==> src/rtl/core_pkg.sv <==
// Shared types for the core's memory-side blocks.
package core_pkg;

  typedef enum logic [1:0] {ARB_IDLE, ARB_BUSY_IF, ARB_BUSY_DM, ARB_DONE} arb_state_t;
  typedef enum logic {GNT_IF, GNT_DM} arb_gnt_t;

endpackage

==> src/rtl/mem_port_arbiter.sv <==
// Shares the single memory port between instruction fetch and load/store,
// with data priority and a bounded data streak so fetch always progresses.
//
// state        | meaning
// ARB_IDLE     | no memory request outstanding, arbitrate
// ARB_BUSY_IF  | fetch transaction in flight
// ARB_BUSY_DM  | data transaction in flight
// ARB_DONE     | completion cycle, valid pulse out, requests ignored
module mem_port_arbiter
  import core_pkg::*;
#(
  parameter int ADDR_W        = 32,
  parameter int DATA_W        = 32,
  parameter int MAX_DM_STREAK = 4
) (
  input  logic              clk,
  input  logic              reset,
  input  logic              if_req,
  input  logic [ADDR_W-1:0] if_addr,
  output logic [DATA_W-1:0] if_rdata,
  output logic              if_valid,
  input  logic              dm_req,
  input  logic              dm_we,
  input  logic [ADDR_W-1:0] dm_addr,
  input  logic [DATA_W-1:0] dm_wdata,
  output logic [DATA_W-1:0] dm_rdata,
  output logic              dm_valid,
  output logic              mem_req,
  output logic              mem_we,
  output logic [ADDR_W-1:0] mem_addr,
  output logic [DATA_W-1:0] mem_wdata,
  input  logic              mem_ack,
  input  logic [DATA_W-1:0] mem_rdata,
  output logic              stall_if,
  output logic              stall_dm
);

  localparam int STREAK_W = $clog2(MAX_DM_STREAK + 1);
  localparam logic [STREAK_W-1:0] STREAK_MAX = STREAK_W'(MAX_DM_STREAK);

  arb_state_t          state_q, state_d;
  arb_gnt_t            gnt_sel;
  logic                grant;
  logic                ack_seen;
  logic [STREAK_W-1:0] streak_q;

  always_comb begin
    state_d = state_q;
    grant   = 1'b0;
    gnt_sel = GNT_IF;
    case (state_q)
      ARB_IDLE: begin
        if (dm_req && (!if_req || streak_q < STREAK_MAX)) begin
          grant   = 1'b1;
          gnt_sel = GNT_DM;
          state_d = ARB_BUSY_DM;
        end else if (if_req) begin
          grant   = 1'b1;
          gnt_sel = GNT_IF;
          state_d = ARB_BUSY_IF;
        end
      end
      ARB_BUSY_IF, ARB_BUSY_DM: begin
        if (mem_ack) state_d = ARB_DONE;
      end
      default: state_d = ARB_IDLE;
    endcase
  end

  // mem_ack only matters while a request is actually on the port
  assign ack_seen = mem_ack && (state_q == ARB_BUSY_IF || state_q == ARB_BUSY_DM);

  always_ff @(posedge clk) begin
    if (reset) begin
      state_q   <= ARB_IDLE;
      streak_q  <= '0;
      mem_req   <= 1'b0;
      mem_we    <= 1'b0;
      mem_addr  <= '0;
      mem_wdata <= '0;
      if_valid  <= 1'b0;
      dm_valid  <= 1'b0;
      if_rdata  <= '0;
      dm_rdata  <= '0;
    end else begin
      state_q  <= state_d;
      if_valid <= 1'b0;
      dm_valid <= 1'b0;
      if (grant) begin
        mem_req <= 1'b1;
        if (gnt_sel == GNT_DM) begin
          mem_addr  <= dm_addr;
          mem_we    <= dm_we;
          mem_wdata <= dm_wdata;
          if (!if_req)                      streak_q <= '0;
          else if (streak_q != STREAK_MAX)  streak_q <= streak_q + 1'b1;
        end else begin
          mem_addr  <= if_addr;
          mem_we    <= 1'b0;
          mem_wdata <= '0;
          streak_q  <= '0;
        end
      end
      if (ack_seen) begin
        mem_req <= 1'b0;
        if (state_q == ARB_BUSY_IF) begin
          if_rdata <= mem_rdata;
          if_valid <= 1'b1;
        end else begin
          // stores leave the previous load data in place
          if (!mem_we) dm_rdata <= mem_rdata;
          dm_valid <= 1'b1;
        end
      end
    end
  end

  assign stall_if = if_req & ~if_valid;
  assign stall_dm = dm_req & ~dm_valid;

endmodule

==> config.mk <==
export PLATFORM = sky130hd
export DESIGN_NAME = mem_port_arbiter
export DESIGN_NICKNAME = d
export VERILOG_FILES = /design/src/rtl/core_pkg.sv /design/src/rtl/mem_port_arbiter.sv
export SDC_FILE = /design/constraint.sdc
export NUM_CORES = 1
export LEC_CHECK = 0
export CAP_MARGIN = 15
export CORE_MARGIN = 4
export CORE_UTILIZATION = 40
export CTS_BUF_LIST = sky130_fd_sc_hd__clkbuf_4 sky130_fd_sc_hd__clkbuf_8 sky130_fd_sc_hd__clkbuf_16
export DETAILED_ROUTE_END_ITERATION = 12
export PLACE_DENSITY = 0.8
export SYNTH_ARGS = -nofsm -noshare
export SYNTH_HDL_FRONTEND = slang
export SYNTH_SLANG_ARGS = --single-unit
export TNS_END_PERCENT = 1
==> constraint.sdc <==
create_clock -name clk -period 2.3 [get_ports clk]
set_clock_uncertainty 0.15 [all_clocks]
set_input_delay 0.345 -clock clk [delete_from_list [all_inputs] [get_ports clk]]
set_output_delay 0.345 -clock clk [all_outputs]
set_load 0.03 [all_outputs]
Word-level counts from Yosys, hierarchy flattened. Index checks and enable logic that the tools add are counted. Widths: inputs -> output; s select.

Bits in writable memories: 0. Memories kept: 0. Latch bits: 0. Logic and storage cells: 55. ROM bits: 0. Register bits: 137.

Reduce and logical (&&, ||, !) cells: 13. Bitwise logic cells: 7. Add/sub/neg operators: 1. $mul: 0. Shifts and indexed selects: 0. Magnitude comparators: 1. Divide/modulo/power cells: 0. Multiplexer cells: 17. Equal/unequal tests: 6.

Operator list (count): $mux 32 (2); $mux 3 (3); $mux 1 (8); $mux 2 (3); $ne 3x3->1 const B (2); $reduce_and 2->1 (3); $reduce_or 2->1 (3); $not 1->1 (5); $pmux 2 s2 (1); $add 3x1->3 const B (1); $lt 3x3->1 const B (1); $ne 3x2->1 const B (1); $reduce_and 3->1 (1); $and 1x1->1 (2); $eq 2x1->1 const B (1); $eq 2x2->1 const B (1); $logic_and 1x1->1 (2); $logic_not 2->1 (1); $logic_or 1x1->1 (2); $ne 2x2->1 const B (1); $logic_not 1->1 (1).

Longest topological paths before layout.
Word-level depth: 7. Gate-level depth with buffers: 7. Depth with buffers taken out: 5.

Worst setup path before layout. OpenSTA, ideal clock, no wires.

Path type: register -> register. Start: register state_q[0]. End: register dm_rdata[10]. Setup slack: 0.581 ns. Arrival time: 1.498 ns. Path buffers: 2. Cell stages (with the launch flop): 8. Period minus slack after synthesis: 1.719 ns. Data required time: 2.080 ns. Cells stage by stage: dfxtp_1 > inv_1 > ha_1 > nand4bb_1 > clkbuf_1 > clkbuf_1 > nand2_1 > a21oi_1.

Word-level cells in the longest chain between the ends: 4.

Ends and longest elaborated chain: start: declaration (line mem_port_arbiter.sv:41) `arb_state_t state_q, state_d;`; start signal: assignment (line mem_port_arbiter.sv:86) `state_q <= state_d;`; $eq 2x1->1 / $eq 2x2->1 (equally long branches) (line mem_port_arbiter.sv:71, mem_port_arbiter.sv:106); $logic_or 1x1->1 (line mem_port_arbiter.sv:71) `assign ack_seen = mem_ack && (state_q == ARB_BUSY_IF || state_q == ARB_BUSY_DM);`; $logic_and 1x1->1 (line mem_port_arbiter.sv:71); $reduce_and 3->1 (no line) *; end signal: assignment (line mem_port_arbiter.sv:111) `if (!mem_we) dm_rdata <= mem_rdata;`; end: declaration (line mem_port_arbiter.sv:26) `output logic [DATA_W-1:0] dm_rdata,`.

Every way passes the cells marked *; elsewhere a longest branch is shown, timed or not. A chain may end at the register's enable or synchronous reset.

Worst setup path after layout.
Start: register dm_valid. End: output port dm_valid.

RTL lines: start: declaration (line mem_port_arbiter.sv:27) `output logic dm_valid,`; start signal: assignment (line mem_port_arbiter.sv:82) `dm_valid <= 1'b0;`; start signal: assignment (line mem_port_arbiter.sv:88) `dm_valid <= 1'b0;`; start signal: assignment (line mem_port_arbiter.sv:112) `dm_valid <= 1'b1;`.

No word-level cell between the ends.

==> out/metrics.csv <==
metric,value,unit
Yosys cell types,32,
cell area after layout,0.00875,sq mm
number of max-cap violations,0,
Tmin final,2.02,ns
I/O pins,268,
setup_tns,0,ns
Post-CTS Setup Inserts,0,
initial core utilization,0.415,
worst path bufs/invs,1,
outcome,finished clean,
post-CTS resize count,0,
die area,0.0152,sq mm
sequential fraction of the synthesis area,0.515,
CP startpoint kind,register,
Initial DRC Count,336,
fin util,0.682,
Final setup violation count,0,
share of cells above drive strength 1,0.103,
clock share of power,0.274,
RSZ-0062 raised after global routing,no,
cell count after synthesis,590,
Synth Area in Simple Gates,0.138,
Area Growth Syn to Fin,64.2,%
Seq cells post-synth,137,
gp weighted congestion,0.778,
root buf cell,clkbuf_16,
Synth Area in Compound Gates,0.257,
CP max FO,2,
Final Max Tran Viols,0,
Post-DP HPWL,12.5,mm
main combinational cell family by area after synthesis,compound AO/OA/AOI/OAI gates,
CTS tree,done,
post-DR vias/cell,5.16,
htree depth,4,
I/O Buffers,267,
Site Rows,41,
"delay-heaviest family, CP",buffers and inverters,
WS Path Type,register to output port,
XOR/XNOR share of the synthesized area,0,
Hold/Removal Path Class,primary input to register,
grt total ovfl,0,
number of hold violations in the final report,0,
mapped cell area,0.00533,sq mm
setup ws final,0.276,ns
max_slew headroom,0.395,
P_leak,3.17,nW
number of antenna violations at the first check in global routing,0,
multiplexer share of the synthesized area,0.00188,
Post-Syn Nets,729,
DRC viols,0,
clock buffer depth,2,
area post-placement,0.00813,sq mm
Power Dens Cells,1130,mW/mm^2
die width,123,um
sequential share of power,0.311,
Worst EP required,1.80,ns
Routed Antenna Nets,0,
GRT Util Overall,0.221,
largest net degree at the start of global routing,65,
TritonCTS Buffers,17,
Diodes inserted,0,
total number of vias,5283,
P_int,6.18,mW
Initial DRT Pass Iterations,4,
average size of a mapped cell,9.03,sq um
CP Data Arrival Time,1.53,ns
Fmax,494,MHz
Max IR drop VDD,0.568,mV
final net count,977,
clk_lat worst skew,0.41,ns
CP peak stage delay,0.71,ns
Die H,123,um
DRT Wirelength,17.7,mm
global-route wire length before repair,26.2,mm
Switching Fraction,0.373,
fin crit share,0.880,
Clock transition at path regs,0.06,ns
Setup crit end kind,output port,
Yosys warnings,0,
wire per inst,17.3,um
Combinational Power Share,0.415,
Post-Synth Adder-Cell Area,0.0117,
net switching power figure,3.67,mW
number of global-route vias before repair,5220,
Core ar.,0.0128,sq mm
clk sinks,137,
pre-CTS setup slack,-0.406,ns
Tightest Pin Transition,0.908,ns
CTS Hold Buffers Added,0,
slowest CP cell,clkdlybuf4s50_1,
worst-path cell chain,clkdlybuf4s50_1,
[cells by family after synthesis]
group / Yosys count
flops: 137
buf+inv: 92
fa+ha+maj: 5
compound gates: 172
mux: 1
simple gates: 183
[worst paths after layout]
kind,from,to,slack [ns],depth (start not counted)
setup / recovery,dm_valid,dm_valid,0.28,1
hold / removal,reset,mem_wdata[8],0.19,2
setup reg to reg,state_q[0],mem_addr[28],0.32,4
hold reg to reg,dm_rdata[15],dm_rdata[15],0.30,2
[stage by stage]
stage          instances  hold slack [ns]  power, mW
3_3_place_gp         990            0.290       7.07
2_1_floorplan        590            0.294       5.62
3_5_place_dp         990            0.297       7.19
6_report            1023            0.190       9.84
5_1_grt             1023            0.190       10.3
4_1_cts             1022            0.173       9.90
[registers in the layout (all words and copies together), names as in the netlist]
name / flops
mem_we: 1
dm_valid: 1
state_q: 2
mem_addr: 32
mem_wdata: 32
mem_req: 1
streak_q: 3
if_rdata: 32
dm_rdata: 32
if_valid: 1
[synthesized netlist by cell type]
master / instances / area (sq um)
dfxtp_1: 137 / 2740
nand2_1: 130 / 488
a21oi_1: 65 / 325
nor2_1: 39 / 146
inv_1: 37 / 139
a32oi_1: 33 / 289
o32ai_1: 33 / 289
a211oi_2: 30 / 375
clkbuf_1: 28 / 105
buf_2: 22 / 110
ha_1: 5 / 62.6
nor2b_1: 5 / 31.3
a211oi_1: 3 / 22.5
buf_6: 3 / 33.8
a22oi_1: 2 / 15.0
buf_4: 2 / 15.0
a21boi_4: 1 / 18.8
and2_1: 1 / 6.26
and3_1: 1 / 6.26
and4b_1: 1 / 10.0
and4bb_2: 1 / 12.5
mux2i_1: 1 / 10.0
nand3_1: 1 / 5.00
nand4bb_1: 1 / 11.3
nor3_1: 1 / 5.00
nor3b_1: 1 / 7.51
o21a_1: 1 / 7.51
o21ai_0: 1 / 5.00
o21ai_1: 1 / 5.00
o21ai_2: 1 / 8.76
o21ba_2: 1 / 10.0
or4_1: 1 / 7.51
[metal layers]
layer	vias up	wire, um	global-route usage
met4	0	415	0.0810
met2	242	8660	0.384
met3	32	1990	0.108
li1	2555	-	-
met5	-	0	0
met1	2454	6590	0.231
[cell type report]
cell class                      instances  area, sq um
Sequential cell                       137         2740
Clock inverter                         11          121
Inverter                               37          139
Timing Repair Buffer                  284         2880
Fill cell                             989         4080
Clock buffer                           21          468
Multi-Input combinational cell        361         2180
Tap cell                              172          215
[cell usage in the layout, fill, tap and decap left out, types with 5 or more instances in the layout]
cell type	n
dfxtp_1	137
buf_4	14
nand2_1	130
buf_12	5
clkbuf_16	17
clkdlybuf4s50_1	264
a211oi_2	30
inv_1	37
ha_1	5
a32oi_1	33
nor2_1	39
o32ai_1	33
a21oi_1	65
clkinvlp_4	5
[power by group through the flow]
stage	registers [mW]	logic (mW)	clock network (mW)
2_1_floorplan	3.89	1.74	0
3_3_place_gp	3.09	3.98	0
3_5_place_dp	3.11	4.08	0
4_1_cts	3.06	4.10	2.74
5_1_grt	3.11	4.36	2.86
6_report	3.06	4.09	2.69
Note: power is estimated with default switching activity, not from simulation.
==> RTL change 1: new RTL, same settings <==
Change the parameter `MAX_DM_STREAK` from 4 to 8.
--- a/src/rtl/mem_port_arbiter.sv
+++ b/src/rtl/mem_port_arbiter.sv
@@ -11,7 +11,7 @@
 #(
   parameter int ADDR_W        = 32,
   parameter int DATA_W        = 32,
-  parameter int MAX_DM_STREAK = 4
+  parameter int MAX_DM_STREAK = 8
 ) (
   input  logic              clk,
   input  logic              reset,
Formal check against the unedited RTL: no difference found for any inputs over 4 cycles, from zero or initial values and one cycle with reset high; that may be too few to reach the edited logic, so the function may still have changed.
==> RTL change 1 against the unedited design <==
Clock power is 12% higher. Combinational power hardly changed. Sequential share of layout area shrank 0.17 points. Die area up 0.85%. Synthesized area up 0.92%. Sequential cell count grew 1. Design area up 1.3%. Total power grew 3.4%. Global-route usage is 0.16 points higher. Maximum frequency is 3.0% lower. Worst setup slack lost 0.064 ns. Wire length about the same. Largest power group unchanged. Highest routed layer unchanged.
==> RTL change 1: results (changes against the unedited design) <==
Route
  – Routed vias/inst: 5.20 (+0.78%)
  – DRT Pass-1 Iters: 5 (+1)
  – WL/cell: 17.1 um (-0.72%)
  – Metal2 WL: 8700 um (+0.50%)
  – Metal3 WL: 1790 um (-10%)
  – Met1 wire length: 6730 um (+2.2%)
  – Vias: 5366 (+1.6%)
  – Top Layer Used: met4

Power and ir drop
  – Clk pwr share: 29.6% (+2.2 points)
  – Maximum VDD drop: 0.000687 V (+21%)
  – Pleak: 3.20 nW (+1.1%)
  – Sw Share: 36.0% (-1.3 points)
  – PD cells: 1150 nW/um^2 (+2.1%)
  – Seq. pwr: 3.08 mW

Worst setup path
  – Flop-to-flop setup slack: 0.21 ns (-0.11 ns)
  – Worst-path maximum fanout: 32 (+30)
  – Worst stage delay on the critical path: 0.84 ns (+0.13 ns)
  – Crit-path leading delay family: simple AND/OR/NAND/NOR gates
  – Critical path startpoint category: register
  – Worst R2R Start: state_q[1]$_SDFFE_PP0P_
  – CP max-delay cell: and2_2
  – End point of the critical path: mem_addr[27]$_SDFFE_PP0P_
  – R2r endpoint: mem_addr[27]$_SDFFE_PP0P_
  – CP Data Arrival Time: 2.19 ns (+0.66 ns)
  – R2R cell count: 4 (unchanged)

Synthesis
  – Syn_nets: 736 (+0.96%)
  – Synth unique cells: 34 (+6.3%)
  – Syn. warnings: 0 (unchanged)
  – Mapped Cells: 597 (+1.2%)
  – Top post-synthesis cells by area: dfxtp_1 (51%), nand2_1 (9.4%), a211oi_2 (7.0%)
  – Seq/Total Area, Yosys: 51.4% (-0.095 points)
  – Synth top cells by count: dfxtp_1 (138), nand2_1 (134), a21oi_1 (67)

Place
  – Dpl cells: 1000 (+1.0%)
  – Worst Setup Slack post-DPL: -0.0495 ns (+0.356 ns)
  – Final HPWL DP: 12400 um (-0.20%)
  – Final GP Congestion: 0.763 (-1.9%)
  – DP Area: 8200 um^2 (+0.86%)

Clocking
  – Clk Latency, worst-skew pair: 0.41 ns (about the same)
  – CTS Root Cell: clkbuf_16
  – Maximum root-to-sink buffer count: 2 (unchanged)
  – Post-cts resize count: 0 (unchanged)
  – Reg clk slew, reported paths: 0.06 ns (about the same)

Global route
  – Met1 usage: 24.9% (+1.7 points)
  – Global-route wire length before repair: 27000 um (+2.8%)
  – GR Util All Layers: 22.3% (+0.16 points)
  – Met3 GRT Util: 7.95% (-2.8 points)
  – Largest net degree at the start of global routing: 64 (-1.5%)
  – Met2 Track Usage GR: 38.7% (+0.30 points)

Timing
  – Final period util: 90.8% (+2.8 points)
  – Min Hold Slack: 0.187 ns (-0.00331 ns)
  – Worst slew margin: 38.0% (-1.5 points)

Outcome
  – Outcome: finished clean

Finish
  – NumNets Final: 982 (+0.51%)
  – Ant diodes: 0 (unchanged)
  – Layout cells sized above 1: 9.94% (-0.40 points)

Min path
  – Worst Hold Class: input pin to register
  – Worst hold endpoint: streak_q[1]$_SDFFE_PP0P_
==> RTL change 1: cell types whose count changed after synthesis <==
cell / delta
dfxtp_1: +1
nand3b_1: +2
a22oi_1: -1
buf_2: +1
a31oi_1: +1
a21oi_1: +2
nand2_1: +4
nand4_1: +1
nor2_1: -2
mux2i_1: -1
clkbuf_1: -1
==> RTL change 1: area by class of cell <==
cell class | count | area, um^2
fill | 1005 | 4330
timing repair buffer | 282 | 2870
sequential | 138 | 2760
multi-input combinational | 367 | 2210
clock buffer | 20 | 467
tap | 176 | 220
clock inverter | 11 | 193
inverter | 37 | 139
==> RTL change 1: logic make-up (layout without fill, tap and decap cells) <==
logic type / after synthesis / count (layout) / share of synthesized area [%]
compound gates: 174 / 174 / 25.7
buf+inv: 92 / 350 / 7.52
simple gates: 188 / 188 / 14.2
flops: 138 / 138 / 51.4
fa+ha+maj: 5 / 5 / 1.16
==> RTL change 2: new RTL, config.mk and constraints unchanged <==
Made on the original files. Re-encode `arb_state_t` (4 states) as Gray code, 2 bits wide.
--- a/src/rtl/core_pkg.sv
+++ b/src/rtl/core_pkg.sv
@@ -1,7 +1,7 @@
 // Shared types for the core's memory-side blocks.
 package core_pkg;
 
-  typedef enum logic [1:0] {ARB_IDLE, ARB_BUSY_IF, ARB_BUSY_DM, ARB_DONE} arb_state_t;
+  typedef enum logic [1:0] {ARB_IDLE = 2'b00, ARB_BUSY_IF = 2'b01, ARB_BUSY_DM = 2'b11, ARB_DONE = 2'b10} arb_state_t;
   typedef enum logic {GNT_IF, GNT_DM} arb_gnt_t;
 
 endpackage
Formal check against the unedited RTL: no difference found for any inputs over 4 cycles, from zero or initial values and one cycle with reset high; so few cycles prove little.
==> RTL change 2 against the unedited design <==
Wire length grew 5.6%. Utilization grew 0.68 points. Sequential cell count is the same. Worst setup slack gained 0.028 ns. Register-to-register slack gained 0.15 ns. Critical path depth is the same. Synthesized area grew 0.26%. First-iteration DRC count grew 41%. Worst hold slack lost 0.0036 ns. Global-route usage grew 1.9 points. Synthesized cell count grew 13%. Count of clock-buffer cells in the layout is the same. Design area grew 1.0%. Critical path type unchanged.
Power is not compared: it rests on default switching activity, and its combinational part moved more than twofold at a synthesized area within 25%.
==> RTL change 2: results (changes against the unedited design) <==
Outcome
  – Outcome: finished clean

Worst setup path
  – CP Data Arrival Time: 1.50 ns (-0.03 ns)
  – Crit-path leading delay family: buffers and inverters
  – Worst stage delay on the critical path: 0.73 ns (+0.02 ns)
  – Worst-path maximum fanout: 2 (unchanged)
  – CP max-delay cell: clkdlybuf4s50_1

Synthesis
  – Mux contribution to synthesized area: 0% (-0.19 points)
  – Avg Cell Area, Syn: 8.03 um^2 (-11%)
  – Synth Area in Adders: 0.469% (-0.71 points)
  – Synth unique cells: 26 (-19%)
  – Top_reg_cell synth: dfxtp_1
  – Syn_nets: 801 (+9.9%)
  – Synth top cells by count: dfxtp_1 (137), a21oi_1 (135), nand2_1 (129)
  – Post-Synth XOR/XNOR Area: 0% (unchanged)
  – Top post-synthesis cells by area: dfxtp_1 (51%), a21oi_1 (13%), nand2_1 (9.1%)
  – Synth Area in Compound Gates: 25.0% (-0.70 points)
  – Seq/Total Area, Yosys: 51.4% (-0.13 points)

Clocking
  – Post-cts resize count: 0 (unchanged)
  – Post-CTS Repair Setup Buffers: 0 (unchanged)
  – Maximum root-to-sink buffer count: 2 (unchanged)
  – CTS H-Tree Depth: 4 (unchanged)

Finish
  – NumNets Final: 1037 (+6.1%)
  – Fill cells: 1049 (+6.1%)
  – Layout cells sized above 1: 6.69% (-3.7 points)
  – Ant diodes: 0 (unchanged)

Place
  – Final GP Congestion: 0.862 (+11%)
  – DP Area: 8190 um^2 (+0.74%)
  – Port-buffer cells: 267 (unchanged)
  – Worst Setup Slack post-DPL: 0.106 ns (+0.511 ns)
  – Final HPWL DP: 12400 um (-0.13%)

Route
  – DRT Pass-1 Iters: 5 (+1)
  – WL/cell: 17.2 um (-0.30%)
  – Routed vias/inst: 5.35 (+3.6%)
  – 1st-iter DRT viols: 475 (+41%)

Global route
  – Initial antenna violation count: 0 (unchanged)
  – Global-route wire length before repair: 28400 um (+8.1%)
  – Vias in the first global route: 5467 (+4.7%)
  – GR Util All Layers: 24.1% (+1.9 points)
  – Largest net degree at the start of global routing: 50 (-23%)

Min path
  – Worst Hold Class: input pin to register

Power and ir drop
  – Pleak: 3.07 nW
  – Maximum VDD drop: 0.000551 V

Timing
  – Worst-Margin Slew: 0.666 ns (-0.242 ns)
RTL change 2: kinds of logic after synthesis:
group | Yosys count
AOI/OAI and AO/OA | 239
and+or+nand+nor | 213
DFF | 137
buffers and inverters | 74
adders and majority gates | 2
RTL change 2: cell type report:
class	instances	area, um^2	area share, %
repair buffers	288	2930	33.2
flip-flops and latches	137	2740	31.0
multi-input cells	454	2290	25.9
clock buffers	21	474	5.37
well taps	172	215	2.44
clock inverters	9	170	1.93
inverters	3	11.3	0.127
RTL change 2: path summary, 6_finish.rpt:
path	slack (ns)	depth (start not counted)	from	end
worst max-delay path	0.30	1	mem_addr[19]$_SDFFE_PP0P_	mem_addr[19]
worst min-delay path	0.19	2	reset	dm_valid$_SDFF_PP0_
worst max register to register	0.47	4	state_q[0]$_SDFFE_PP0P_	mem_addr[2]$_SDFFE_PP0P_
worst min register to register	0.30	2	dm_rdata[27]$_SDFFE_PP0P_	dm_rdata[27]$_SDFFE_PP0P_
RTL change 2: power breakdown:
part,leakage [nW],switching (mW),internal [mW]
Sequential,1.12,0.0903,2.54
Clock,0.322,0.996,2.00
Combinational,1.63,0.860,0.673
RTL change 2: stage by stage:
step,utilization (%),std cells
2_1_floorplan,-,665
3_3_place_gp,63.9,1054
3_5_place_dp,63.9,1054
4_1_cts,68.9,1084
5_1_grt,68.9,1084
6_report,68.9,1084
RTL change 2: per-layer routing:
metal	vias to the layer above	share of wire, %	global-route usage [%]
met2	269	47	38.1
li1	2803	-	-
met3	54	10	9.52
met5	-	0	0
met4	0	4.4	13.3
met1	2676	39	27.8
